<file path="config.mk">
export PLATFORM = sky130hd
export DESIGN_NAME = uart_rx
export DESIGN_NICKNAME = d
export VERILOG_FILES = /design/src/rtl/uart_rx.sv
export SDC_FILE = /design/constraint.sdc
export NUM_CORES = 1
export LEC_CHECK = 0
export ABC_AREA = 1
export CAP_MARGIN = 20
export CELL_PAD_IN_SITES_DETAIL_PLACEMENT = 1
export CELL_PAD_IN_SITES_GLOBAL_PLACEMENT = 2
export CORE_ASPECT_RATIO = 0.6
export CORE_MARGIN = 3
export CORE_UTILIZATION = 33
export DETAILED_ROUTE_END_ITERATION = 6
export HOLD_SLACK_MARGIN = 0.06
export PLACE_DENSITY = 0.77
export SLEW_MARGIN = 30
export SYNTH_ARGS = -nofsm -noshare
export SYNTH_HDL_FRONTEND = slang
export SYNTH_SLANG_ARGS = --single-unit
</file>
<file path="constraint.sdc">
create_clock -name clk -period 1.7 [get_ports clk]
set_input_delay 0.17 -clock clk [delete_from_list [all_inputs] [get_ports clk]]
set_output_delay 0.17 -clock clk [all_outputs]
set_load 0.02 [all_outputs]
</file>
<file path="src/rtl/uart_rx.sv">
// 8N1 UART receiver: mid-bit sampling from an internal bit-period counter, valid/ready byte output.
// Define UART_RX_PARITY_EN to add an even-parity bit and the parity_err output.
module uart_rx #(
    parameter int BAUD_RATE    = 9600,
    parameter int CLOCK_FREQ   = 192000,
    parameter int CLKS_PER_BIT = CLOCK_FREQ / BAUD_RATE
) (
    input  logic       clk,
    input  logic       reset,
    input  logic       rx,
    output logic [7:0] rx_data,
    output logic       rx_valid,
    input  logic       rx_ready,
    output logic       frame_err,
    output logic       overrun,
    output logic       busy
`ifdef UART_RX_PARITY_EN
    ,
    output logic       parity_err
`endif
);

    localparam int CNT_W = $clog2(CLKS_PER_BIT) + 1;
    localparam logic [CNT_W-1:0] CNT_HALF = CNT_W'(CLKS_PER_BIT / 2 - 1);
    localparam logic [CNT_W-1:0] CNT_FULL = CNT_W'(CLKS_PER_BIT - 1);

    localparam logic [2:0] IDLE   = 3'd0;
    localparam logic [2:0] START  = 3'd1;
    localparam logic [2:0] DATA   = 3'd2;
    localparam logic [2:0] STOP   = 3'd4;
    localparam logic [2:0] BREAK  = 3'd5;
`ifdef UART_RX_PARITY_EN
    localparam logic [2:0] PARITY = 3'd3;
`endif

    logic             rx_meta_q, rxs_q;
    logic [2:0]       state_q, state_d;
    logic [CNT_W-1:0] cnt_q, cnt_d;
    logic [2:0]       idx_q, idx_d;
    logic [7:0]       shift_q, shift_d;
    logic [7:0]       rx_data_q, rx_data_d;
    logic             rx_valid_q, rx_valid_d;
    logic             frame_err_q, frame_err_d;
    logic             overrun_q, overrun_d;
    logic             byte_done;
`ifdef UART_RX_PARITY_EN
    logic             parity_q, parity_d;
    logic             parity_err_q, parity_err_d;
`endif

    always_comb begin
        state_d     = state_q;
        cnt_d       = cnt_q + CNT_W'(1);
        idx_d       = idx_q;
        shift_d     = shift_q;
        byte_done   = 1'b0;
        frame_err_d = 1'b0;
`ifdef UART_RX_PARITY_EN
        parity_d    = parity_q;
`endif
        case (state_q)
            IDLE: begin
                cnt_d = '0;
                idx_d = '0;
                if (!rxs_q) state_d = START;
            end
            START: begin
                if (cnt_q == CNT_HALF) begin
                    cnt_d   = '0;
                    idx_d   = '0;
                    state_d = rxs_q ? IDLE : DATA;
                end
            end
            DATA: begin
                if (cnt_q == CNT_FULL) begin
                    cnt_d          = '0;
                    shift_d[idx_q] = rxs_q;
                    idx_d          = idx_q + 3'd1;
                    if (idx_q == 3'd7) begin
                        idx_d = '0;
`ifdef UART_RX_PARITY_EN
                        state_d = PARITY;
`else
                        state_d = STOP;
`endif
                    end
                end
            end
`ifdef UART_RX_PARITY_EN
            PARITY: begin
                if (cnt_q == CNT_FULL) begin
                    cnt_d    = '0;
                    parity_d = rxs_q;
                    state_d  = STOP;
                end
            end
`endif
            STOP: begin
                if (cnt_q == CNT_FULL) begin
                    cnt_d = '0;
                    if (rxs_q) begin
                        byte_done = 1'b1;
                        state_d   = IDLE;
                    end else begin
                        frame_err_d = 1'b1;
                        state_d     = BREAK;
                    end
                end
            end
            BREAK: begin
                // Hold here until the line returns high so a stuck-low line cannot fake a start bit.
                cnt_d = '0;
                if (rxs_q) state_d = IDLE;
            end
            default: begin
                cnt_d   = '0;
                state_d = IDLE;
            end
        endcase
    end

    // Output holding register: a completed byte loads only if the slot is free or being emptied now.
    always_comb begin
        rx_data_d  = rx_data_q;
        rx_valid_d = rx_valid_q;
        overrun_d  = 1'b0;
        if (rx_valid_q && rx_ready) rx_valid_d = 1'b0;
        if (byte_done) begin
            if (!rx_valid_q || rx_ready) begin
                rx_data_d  = shift_q;
                rx_valid_d = 1'b1;
            end else begin
                overrun_d = 1'b1;
            end
        end
`ifdef UART_RX_PARITY_EN
        parity_err_d = byte_done && ((^shift_q) ^ parity_q);
`endif
    end

    always_ff @(posedge clk or posedge reset) begin
        if (reset) begin
            rx_meta_q   <= 1'b1;
            rxs_q       <= 1'b1;
            state_q     <= IDLE;
            cnt_q       <= '0;
            idx_q       <= '0;
            shift_q     <= '0;
            rx_data_q   <= '0;
            rx_valid_q  <= 1'b0;
            frame_err_q <= 1'b0;
            overrun_q   <= 1'b0;
        end else begin
            rx_meta_q   <= rx;
            rxs_q       <= rx_meta_q;
            state_q     <= state_d;
            cnt_q       <= cnt_d;
            idx_q       <= idx_d;
            shift_q     <= shift_d;
            rx_data_q   <= rx_data_d;
            rx_valid_q  <= rx_valid_d;
            frame_err_q <= frame_err_d;
            overrun_q   <= overrun_d;
        end
    end

`ifdef UART_RX_PARITY_EN
    always_ff @(posedge clk or posedge reset) begin
        if (reset) begin
            parity_q     <= 1'b0;
            parity_err_q <= 1'b0;
        end else begin
            parity_q     <= parity_d;
            parity_err_q <= parity_err_d;
        end
    end

    assign parity_err = parity_err_q;
`endif

    assign rx_data   = rx_data_q;
    assign rx_valid  = rx_valid_q;
    assign frame_err = frame_err_q;
    assign overrun   = overrun_q;
    assign busy      = (state_q != IDLE);

endmodule

</file>
---- After elaboration in Yosys (flattened, before gate mapping) ----
Cells that the tools add are included.
storage, ports and cells
  bits in registers ....................... 33
  bits of input ports ..................... 4
  output and inout port bits .............. 12
  word-level logic and storage cells ...... 69
cells by class
  $add $sub $neg .......................... 2
  order comparisons ....................... 2
  eq/ne operators ......................... 13
  multiplexer cells ....................... 30
  reduce and logical (&&, ||, !) cells .... 12
operator list
  cell                                                                   number
  3-bit 2-to-1 mux                                                       10
  3-bit case mux with 5 select lines                                     1
  1-bit 2-to-1 mux                                                       12
  6-bit 2-to-1 mux                                                       2
  2-bit != test, second input constant                                   6
  6-bit case mux with 2 select lines                                     1
  3-bit equality test, second input constant                             3
  3-bit case mux with 3 select lines                                     1
  8-bit bitwise mux                                                      1
  6-bit by 1-bit adder with 6-bit output, second input constant          1
  6-bit by 4-bit equality test with 1-bit output, second input constant  1
  6-bit by 5-bit equality test with 1-bit output, second input constant  1
  6-bit AND reduction                                                    1
  3-bit nonzero test                                                     2
  3-bit by 4-bit < comparator with 1-bit output, second input constant   1
  2-bit AND reduction                                                    2
  3-bit by 1-bit adder with 3-bit output, second input constant          1
  1-bit demux with 3-bit select                                          1
  3-bit by 1-bit equality test with 1-bit output, second input constant  1
  3-bit by 2-bit equality test with 1-bit output, second input constant  1
  3-bit by 1-bit >= comparator with 1-bit output, second input constant  1
  3-bit logical NOT                                                      1
  3-bit AND reduction                                                    1
  1-bit logical AND                                                      2
  other kinds (4)                                                        4

---- Longest topological paths before layout ----
Gate-level depths: netlist (run 1).
  depth after elaboration ................. 5
  gate-level depth with buffers ........... 9
  gate-level depth less buffers ........... 9

---- Worst setup path before layout (run 1) ----
OpenSTA, ideal clock, no wires.
  path type ............................... register -> register
  start point ............................. register cnt_q[0]
  end point ............................... register state_q[0]
  library setup time ...................... 121 ps
  data arrival time ....................... 1219 ps
  data required time ...................... 1579 ps
  slack ................................... 360 ps
  stages on the path, launching flop included .. 10
  path buffers ............................ 0
  period minus slack after synthesis ...... 1340 ps
  cell sequence ........................... dfrtp_1 > ha_1 > nand2_2 > clkinv_1 > nand3_2 > nand2_1 > nand2_2 > nor2_4 > nand2_1 > nand2_1
on the way
  word-level cells in the longest chain between the ends .. 3
  elaborated cells between the ends (all ways) .. 6
  classes of those cells .................. 5 x eq/ne; 1 x reduce/logical
RTL lines
  what                                                                                                              line        text
  start, declared                                                                                                   38          logic [CNT_W-1:0] cnt_q, cnt_d;
  start signal, assigned                                                                                            157         cnt_q <= cnt_d;
  6-bit by 5-bit equality test with 1-bit output or 6-bit by 4-bit equality test with 1-bit output (tied branches)  75, 99, 68
  2-bit != test (no line)                                                                                           --
  6-bit AND reduction (no line) *                                                                                   --
  end signal, assigned                                                                                              156         state_q <= state_d;
  end, declared                                                                                                     37          logic [2:0] state_q, state_d;
Mark *: on every way between the ends. The rest lies on a longest branch, timed or not.
A chain may end at the register's enable or synchronous reset.

---- Worst setup path in the final report (run 1) ----
  start point ............................. register state_q[1]
  end point ............................... output busy
on the way
  word-level cells in the longest chain between the ends .. 1
RTL lines
  what                line  text
  3-bit nonzero test  185   assign busy = (state_q != IDLE);
  end, declared       16    output logic busy
Every way passes these cells.

==> results.cfg, run 1 <==
[layout]
final_common_cell = nand2_1
areaGrowthSynthToFinish_pct = 20.11
layout-drive-gt1-share = 0.1528
final_cell_mix = nand2_1, dfrtp_1, nor2_1, inv_1, nand3_1
nets = 223
final_area_mm2 = 0.001936
antenna_cells = 0

[drt]
drc = 0
post_drt_wl_per_cell_um = 13.42
drt-initial-drc-count = 44
vias_per_cell = 4.688
vias = 1308
first_pass_iters = 4
routed_wl_mm = 3.745
postRouteAntennaNets = 0

[timing]
layout_setup_ws_ns = 0.1705
worst_pin_slew_ns = 0.4229
fmax_ghz = 0.6538
setup_tns_ns = 0
holdWs_ns = 0.2727
report.final.slew_viol_count = 0
skew_ns = 0.005768
rsz0062_at_grt = false
finalSetupViolCount = 0
fin_crit_ns = 1.529
fin_crit_sh = 0.8997
relSlewSlack = 0.7181
hold_viol_final = 0

[cts]
h-tree-depth = 2
cts_sinks = 33
cts_buffer_depth = 2
worst_skew_pair.late_latency_ns = 0.29
cts_hold_buf = 0
cts_tree = done
post_cts_buffers = 0
path_clk_slew_ns = 0.07
ctsResizeCount = 1
clockRootBuffer = clkbuf_8
numCtsBuffers = 5

[critical_path]
cp-start-kind = register
worstPathRequired_ns = 1.53
reg2reg_from = idx_q[1]
worstPathMaxFanout = 5
r2r-end = state_q[0]
cp-end-kind = output pin
r2r_cells = 7
worstPathArrival_ns = 1.36
criticalPathCategory = reg -> out
r2r_slack_ns = 0.19

[place]
dp_slack_ns = 0.1875
place.gp.congestion = 0.7698
hpwl_mm = 2.890
port_buffers = 15
post_dp_cell_area_mm2 = 0.001851

[yosys]
syn_avg_cell_area_um2 = 8.393
ys_ff_latch = 33
synth_nets = 200
syn_inst = 192
synth_largest_area_cell = dfrtp_1
synth.area.top_cells = dfrtp_1, nand2_1, nor2_1, nand3_1, inv_1
ys_seq_area_frac = 0.5140
syn_area_mm2 = 0.001612
yosys.area.top_type_share = 0.4814
yosys_warnings = 0
synth.lib_cells_used.distinct = 25

[global_route]
grt_pass1_vias = 1306
track_usage = 0.1565
antenna_found_initial = 0
grt_max_degree = 34
gr-total-overflow = 0
grt_pass1_wl_mm = 6.644

[die]
start_util = 0.3476
dieArea_mm2 = 0.005785
die_w_um = 96.22
die_y_um = 60.13
rows = 19
coreArea_mm2 = 0.004636
io_pins = 16

[worst_hold_path]
hold_class = in -> async

[power_and_ir_drop]
irDropWorstVdd_mv = 0.5698
power_density_mw_per_mm2 = 1089
p_leak_nw = 0.9643

[status]
status = finished clean

[run]
maxCapViolCount = 0
## worst max-delay path by stage
| stage | from | depth (start not counted) | slack [ns] | to |
|---|---|---|---|---|
| after CTS | state_q[1] | 3 | 0.16 | busy |
| after global routing | idx_q[1] | 7 | 0.02 | state_q[0] |
| final | state_q[1] | 3 | 0.17 | busy |
| after global placement | idx_q[1] | 8 | 0.25 | state_q[1] |
| after detailed placement | idx_q[1] | 7 | 0.19 | state_q[0] |
| after floorplan | cnt_q[0] | 9 | 0.36 | state_q[0] |
## final cells by class
type | count | area [um^2]
inverters | 22 | 87.58
multi-input cells | 135 | 683.2
fillers | 564 | 2700
clock inverters | 3 | 17.52
flip-flops and latches | 33 | 828.3
clock buffers | 5 | 68.82
well taps | 63 | 78.83
repair buffers | 18 | 171.4
## state kept, by name, indices dropped and copies added (netlist names)
| signal | count |
|---|---|
| cnt_q | 6 |
| frame_err | 1 |
| idx_q | 3 |
| overrun | 1 |
| rx_data | 8 |
| rx_meta_q | 1 |
| rx_valid | 1 |
| rxs_q | 1 |
| shift_q | 8 |
| state_q | 3 |
## metrics by stage
| step | utilization | total power [mW] | instances |
|---|---|---|---|
| after floorplan | - | 1.364 | 192 |
| after global placement | 0.3992 | 1.525 | 271 |
| after detailed placement | 0.3992 | 1.558 | 271 |
| after CTS | 0.4175 | 2.141 | 279 |
| after global routing | 0.4175 | 2.275 | 279 |
| final | 0.4175 | 2.107 | 279 |
## cell usage after synthesis, drive strengths merged
master / number
xor2: 1
dfrtp: 31
nor2: 27
ha: 4
nand2: 67
nand4: 2
inv: 20
nand3: 18
buf: 2
clkinv: 2
o21ai: 7
nor3: 3
nand3b: 2
o21bai: 3
dfstp: 2
xnor2: 1
## critical path, stage by stage, from the launching register on
cell	delay [ns]
dfrtp_1	0.44
nor2_2	0.21
nand2_1	0.09
dlygate4sd2_1	0.33
## report_power, final
part / leakage, nW / switching, mW / total, mW / internal [mW]
Sequential: 0.450 / 0.0593 / 0.907 / 0.848
Combinational: 0.471 / 0.425 / 0.617 / 0.192
Clock: 0.0439 / 0.300 / 0.583 / 0.282
Total: 0.964 / 0.785 / 2.11 / 1.32
## per-layer routing
layer / global-route usage / wire length (um)
met2: 0.2031 / 1469
met5: 0 / 0
met3: 0.03899 / 169
met4: 0.07287 / 70
met1: 0.2372 / 2035
## cell families (layout without fill, tap and decap cells)
family	Yosys count	after routing	synth area share
compound gates	10	10	0.03571
xor+xnor	2	2	0.01087
fa+ha+maj	4	4	0.03106
buf+inv	24	48	0.06211
flops	33	33	0.5140
simple gates	119	119	0.3463
(Power assumes the default switching activity.)
==> inputs of run 2 (changes only) <==
--- a/config.mk
+++ b/config.mk
@@ -11,10 +11,11 @@
 export CELL_PAD_IN_SITES_GLOBAL_PLACEMENT = 2
 export CORE_ASPECT_RATIO = 0.6
 export CORE_MARGIN = 3
-export CORE_UTILIZATION = 33
+export CORE_UTILIZATION = 35
+export CTS_BUF_LIST = sky130_fd_sc_hd__clkbuf_8
 export DETAILED_ROUTE_END_ITERATION = 6
 export HOLD_SLACK_MARGIN = 0.06
-export PLACE_DENSITY = 0.77
+export PLACE_DENSITY = 0.8
 export SLEW_MARGIN = 30
 export SYNTH_ARGS = -nofsm -noshare
 export SYNTH_HDL_FRONTEND = slang
==> run 2 against run 1 <==
  * Power increased by 0.67%
  * Setup slack got worse by 0.010 ns
  * Die area decreased by 5.3%
  * Final area decreased by 0.13%
  * Critical path type unchanged
  * Non-clock buffer count unchanged
  * Clock skew decreased by 0.0024 ns
==> results.cfg, run 2 (same netlist as run 1, synthesis figures left out) <==
[cts]
h-tree-depth = 2
worst_skew_pair.late_latency_ns = 0.29
cts_sinks = 33
cts_buffer_depth = 2
numCtsBuffers = 5
clockRootBuffer = clkbuf_8
cts_tree = done
path_clk_slew_ns = 0.07
post_cts_buffers = 0

[layout]
final_cell_mix = nand2_1, dfrtp_1, nor2_1, inv_1, nand3_1
nets = 223
antenna_cells = 0
finish.utilization = 0.4541
layout-drive-gt1-share = 0.1574
areaGrowthSynthToFinish_pct = 19.95
final_common_cell = nand2_1

[drt]
met2_length_mm = 1.597
first_pass_iters = 4
maxUsedRoutingLayer = met4
postRouteAntennaNets = 0
post_drt_wl_per_cell_um = 14.01
drc = 0
wl_met3_um = 155
drt-initial-drc-count = 66
wl_met1_mm = 2.017
routed_wl_mm = 3.868
vias_per_cell = 4.710
vias = 1300

[worst_hold_path]
hold_class = in -> async

[critical_path]
cp-end-kind = output pin
crit_start = state_q[1]
reg2reg_from = idx_q[1]
cp-start-kind = register
worstPathArrival_ns = 1.37
criticalPathCategory = reg -> out
r2r_cells = 8
worstPathRequired_ns = 1.53
worstPathMaxFanout = 5

[die]
start_util = 0.3786
coreArea_mm2 = 0.004257
die_y_um = 58.56
die_w_um = 93.60
io_pins = 16
dieArea_mm2 = 0.005481
rows = 18

[power_and_ir_drop]
power_density_mw_per_mm2 = 1097
total_power_mw = 2.121
irDropWorstVdd_mv = 0.4637
p_leak_nw = 0.9626

[timing]
holdWs_ns = 0.2697
fin_crit_sh = 0.9058
relSlewSlack = 0.7163
hold_viol_final = 0
finalSetupViolCount = 0
skew_ns = 0.003415
rsz0062_at_grt = false
report.final.slew_viol_count = 0
worst_pin_slew_ns = 0.4255
fin_crit_ns = 1.540
fmax_ghz = 0.6494
setup_tns_ns = 0

[global_route]
gr-total-overflow = 0
grt_pass1_wl_mm = 6.679
track_usage = 0.1636
grt_max_degree = 34
antenna_found_initial = 0
grt_pass1_vias = 1349

[place]
port_buffers = 15
hpwl_mm = 2.951
place.gp.congestion = 0.7694

[status]
status = finished clean

[run]
maxCapViolCount = 0
[run 2: cell type report]
| cell class | instances | area (um^2) |
|---|---|---|
| well taps | 60 | 75.07 |
| clock inverters | 3 | 17.52 |
| flip-flops and latches | 33 | 829.5 |
| clock buffers | 5 | 68.82 |
| multi-input cells | 135 | 683.2 |
| repair buffers | 18 | 171.4 |
| inverters | 22 | 87.58 |
| fillers | 516 | 2323 |
[run 2: routing by layer]
layer	track usage	vias to the layer above
li1	-	645
met1	0.2347	622
met2	0.2246	25
met3	0.04598	8
met4	0.08436	0
met5	0	-
[run 2: final timing paths]
path / end / slack (ns)
max: busy / 0.16
min: cnt_q[5] / 0.27
max reg2reg: state_q[2] / 0.20
min reg2reg: rxs_q / 0.36
max in group asynchronous: idx_q[1] / 1.10
min in group clk: rx_meta_q / 0.30
[run 2: timing repair]
action	4_1_cts	5_1_grt
resized for setup	1	1
hold buffers	0	0
setup endpoints to repair	1	3
pin swaps	0	0
[run 2: metrics by stage]
stage          area, um^2  std cells  setup WS (ns)
6_report             1933        276         0.1602
5_1_grt              1933        276        0.02923
4_1_cts              1932        276         0.1453
3_5_place_dp         1847        268         0.1685
3_3_place_gp         1847        268         0.2626
2_1_floorplan        1612        192         0.3597
[run 2: power breakdown]
group / internal [mW] / leakage [nW] / switching [mW] / total [mW]
clock network: 0.282 / 0.0439 / 0.311 / 0.594
logic: 0.193 / 0.471 / 0.425 / 0.618
registers: 0.848 / 0.448 / 0.0609 / 0.909
total: 1.32 / 0.963 / 0.798 / 2.12
[run 2: worst max-delay path, stage by stage, from the launching register on]
cell	delay [ns]
dfrtp_1	0.44
nor2_2	0.21
nand2_1	0.10
dlygate4sd2_1	0.33
==> inputs of run 3 (changes only) <==
--- a/config.mk
+++ b/config.mk
@@ -6,10 +6,8 @@
 export NUM_CORES = 1
 export LEC_CHECK = 0
 export ABC_AREA = 1
-export CAP_MARGIN = 20
 export CELL_PAD_IN_SITES_DETAIL_PLACEMENT = 1
 export CELL_PAD_IN_SITES_GLOBAL_PLACEMENT = 2
-export CORE_ASPECT_RATIO = 0.6
 export CORE_MARGIN = 3
 export CORE_UTILIZATION = 35
 export CTS_BUF_LIST = sky130_fd_sc_hd__clkbuf_8
==> run 3 against run 2 <==
  * First-iteration DRC count down 44%
  * Global-route usage down 1.3 points
  * Non-clock buffer count down 1
  * Sequential power up 0.8%
  * Sequential share of layout area up 0.44 points
  * Power down 3.4%
  * Setup slack better by 0.0069 ns
  * Maximum frequency up 0.45%
  * Combinational power down 5.8%
  * Register-to-register slack about the same
  * Clock power down 7.1%
  * Critical path type unchanged
  * Critical endpoint unchanged
  * Highest routed layer unchanged
==> results.cfg, run 3 (same netlist as run 1, synthesis figures left out) <==
[worst_hold_path]
hold_class = in -> async

[layout]
nets = 222
final_cell_mix = nand2_1, dfrtp_1, nor2_1, inv_1, nand3_1
multi_input_area_um2 = 683.2
seqCellArea_um2 = 828.3
areaGrowthSynthToFinish_pct = 18.56
layout-drive-gt1-share = 0.1442
antenna_cells = 0
final_common_cell = nand2_1
fill_cells = 531
final_area_mm2 = 0.001911

[critical_path]
worstPathRequired_ns = 1.53
cp-start-kind = register
worstPathMaxFanout = 5
criticalPathCategory = reg -> out
worstPathArrival_ns = 1.36
cp-end-kind = output pin

[drt]
vias_per_cell = 4.757
first_pass_iters = 4
vias = 1270
drc = 0
drt-initial-drc-count = 37
post_drt_wl_per_cell_um = 12.99
routed_wl_mm = 3.469
postRouteAntennaNets = 0

[global_route]
antenna_found_initial = 0
track_usage = 0.1509
grt_pass1_vias = 1380
gr-total-overflow = 0
grt_max_degree = 34
grt_pass1_wl_mm = 6.285

[power_and_ir_drop]
power_density_mw_per_mm2 = 1073
power_frac_comb = 0.284
p_int_mw = 1.308
power_switching_uw = 741.2
p_leak_nw = 0.9644
irDropWorstVdd_mv = 0.3795
p_clk_frac = 0.269
total_power_mw = 2.050
p_seq_frac = 0.447
netSwitchingFraction = 0.3617

[place]
place.gp.congestion = 0.7512
dp_slack_ns = 0.1997
hpwl_mm = 2.745
post_dp_cell_area_mm2 = 0.001829
port_buffers = 15

[timing]
relSlewSlack = 0.7227
setup_tns_ns = 0
finalSetupViolCount = 0
report.final.slew_viol_count = 0
fin_crit_sh = 0.9017
hold_viol_final = 0
fmax_ghz = 0.6524
fin_crit_ns = 1.533
skew_ns = 0.004091
rsz0062_at_grt = false
worst_pin_slew_ns = 0.4159
layout_setup_ws_ns = 0.1671

[die]
coreArea_mm2 = 0.004414
io_pins = 16
rows = 24
die_w_um = 73.86
dieArea_mm2 = 0.005455
start_util = 0.3651
die_y_um = 73.86

[cts]
h-tree-depth = 2
clockRootBuffer = clkbuf_8
ctsResizeCount = 1
cts_hold_buf = 0
numCtsBuffers = 5
path_clk_slew_ns = 0.07
cts_sinks = 33
post_cts_buffers = 0
cts_buffer_depth = 2
cts_tree = done
worst_skew_pair.late_latency_ns = 0.28

[status]
status = finished clean

[run]
maxCapViolCount = 0
run 3: cell types whose count changed in the layout (fill, tap and decap cells not counted):
cell        change
buf_4           -1
dfrtp_2         -1
inv_1           +1
dfrtp_1         +1
clkinvlp_4      -1
run 3: final timing paths:
check	from	endpoint	slack, ns	cells past startpoint
max in group asynchronous	reset	rxs_q	1.09	3
min in group clk	rx	rx_meta_q	0.31	1
max	state_q[1]	busy	0.17	3
min	reset	cnt_q[5]	0.29	3
max reg2reg	cnt_q[0]	shift_q[2]	0.20	8
min reg2reg	rx_meta_q	rxs_q	0.36	0
run 3: cell type report:
class	instances	share of cell area
clock inverters	3	0.007204
flip-flops and latches	33	0.4335
clock buffers	5	0.03602
well taps	52	0.03405
multi-input cells	135	0.3576
inverters	22	0.04584
repair buffers	17	0.08579
run 3: layer usage:
metal / track usage / routed length [um] / share of wire / up-vias
met4: 0.05433 / 57 / 0.016 / 0
met5: 0 / 0 / 0 / -
li1: - / - / - / 642
met1: 0.1855 / 1556 / 0.45 / 603
met2: 0.2569 / 1730 / 0.50 / 19
met3: 0.03420 / 126 / 0.036 / 6
run 3: power groups by stage:
| stage | Sequential, mW | Clock [mW] | Combinational, mW |
|---|---|---|---|
| floorplan | 0.911 | 0 | 0.453 |
| global placement | 0.923 | 0 | 0.582 |
| detailed placement | 0.932 | 0 | 0.602 |
| CTS | 0.916 | 0.573 | 0.594 |
| global route | 0.926 | 0.607 | 0.666 |
| finish | 0.916 | 0.552 | 0.582 |
run 3: stage by stage:
stage	util	instances	hold slack, ns
after floorplan	-	192	0.1745
after global placement	0.4144	259	0.3474
after detailed placement	0.4144	259	0.3507
after CTS	0.4328	267	0.3007
after global routing	0.4328	267	0.3076
final	0.4328	267	0.2866
run 3: worst max-delay path: stages (launching register included):
cell and delay (ns):
dfrtp_1 0.45, nor2_2 0.22, nand2_1 0.09, dlygate4sd2_1 0.33
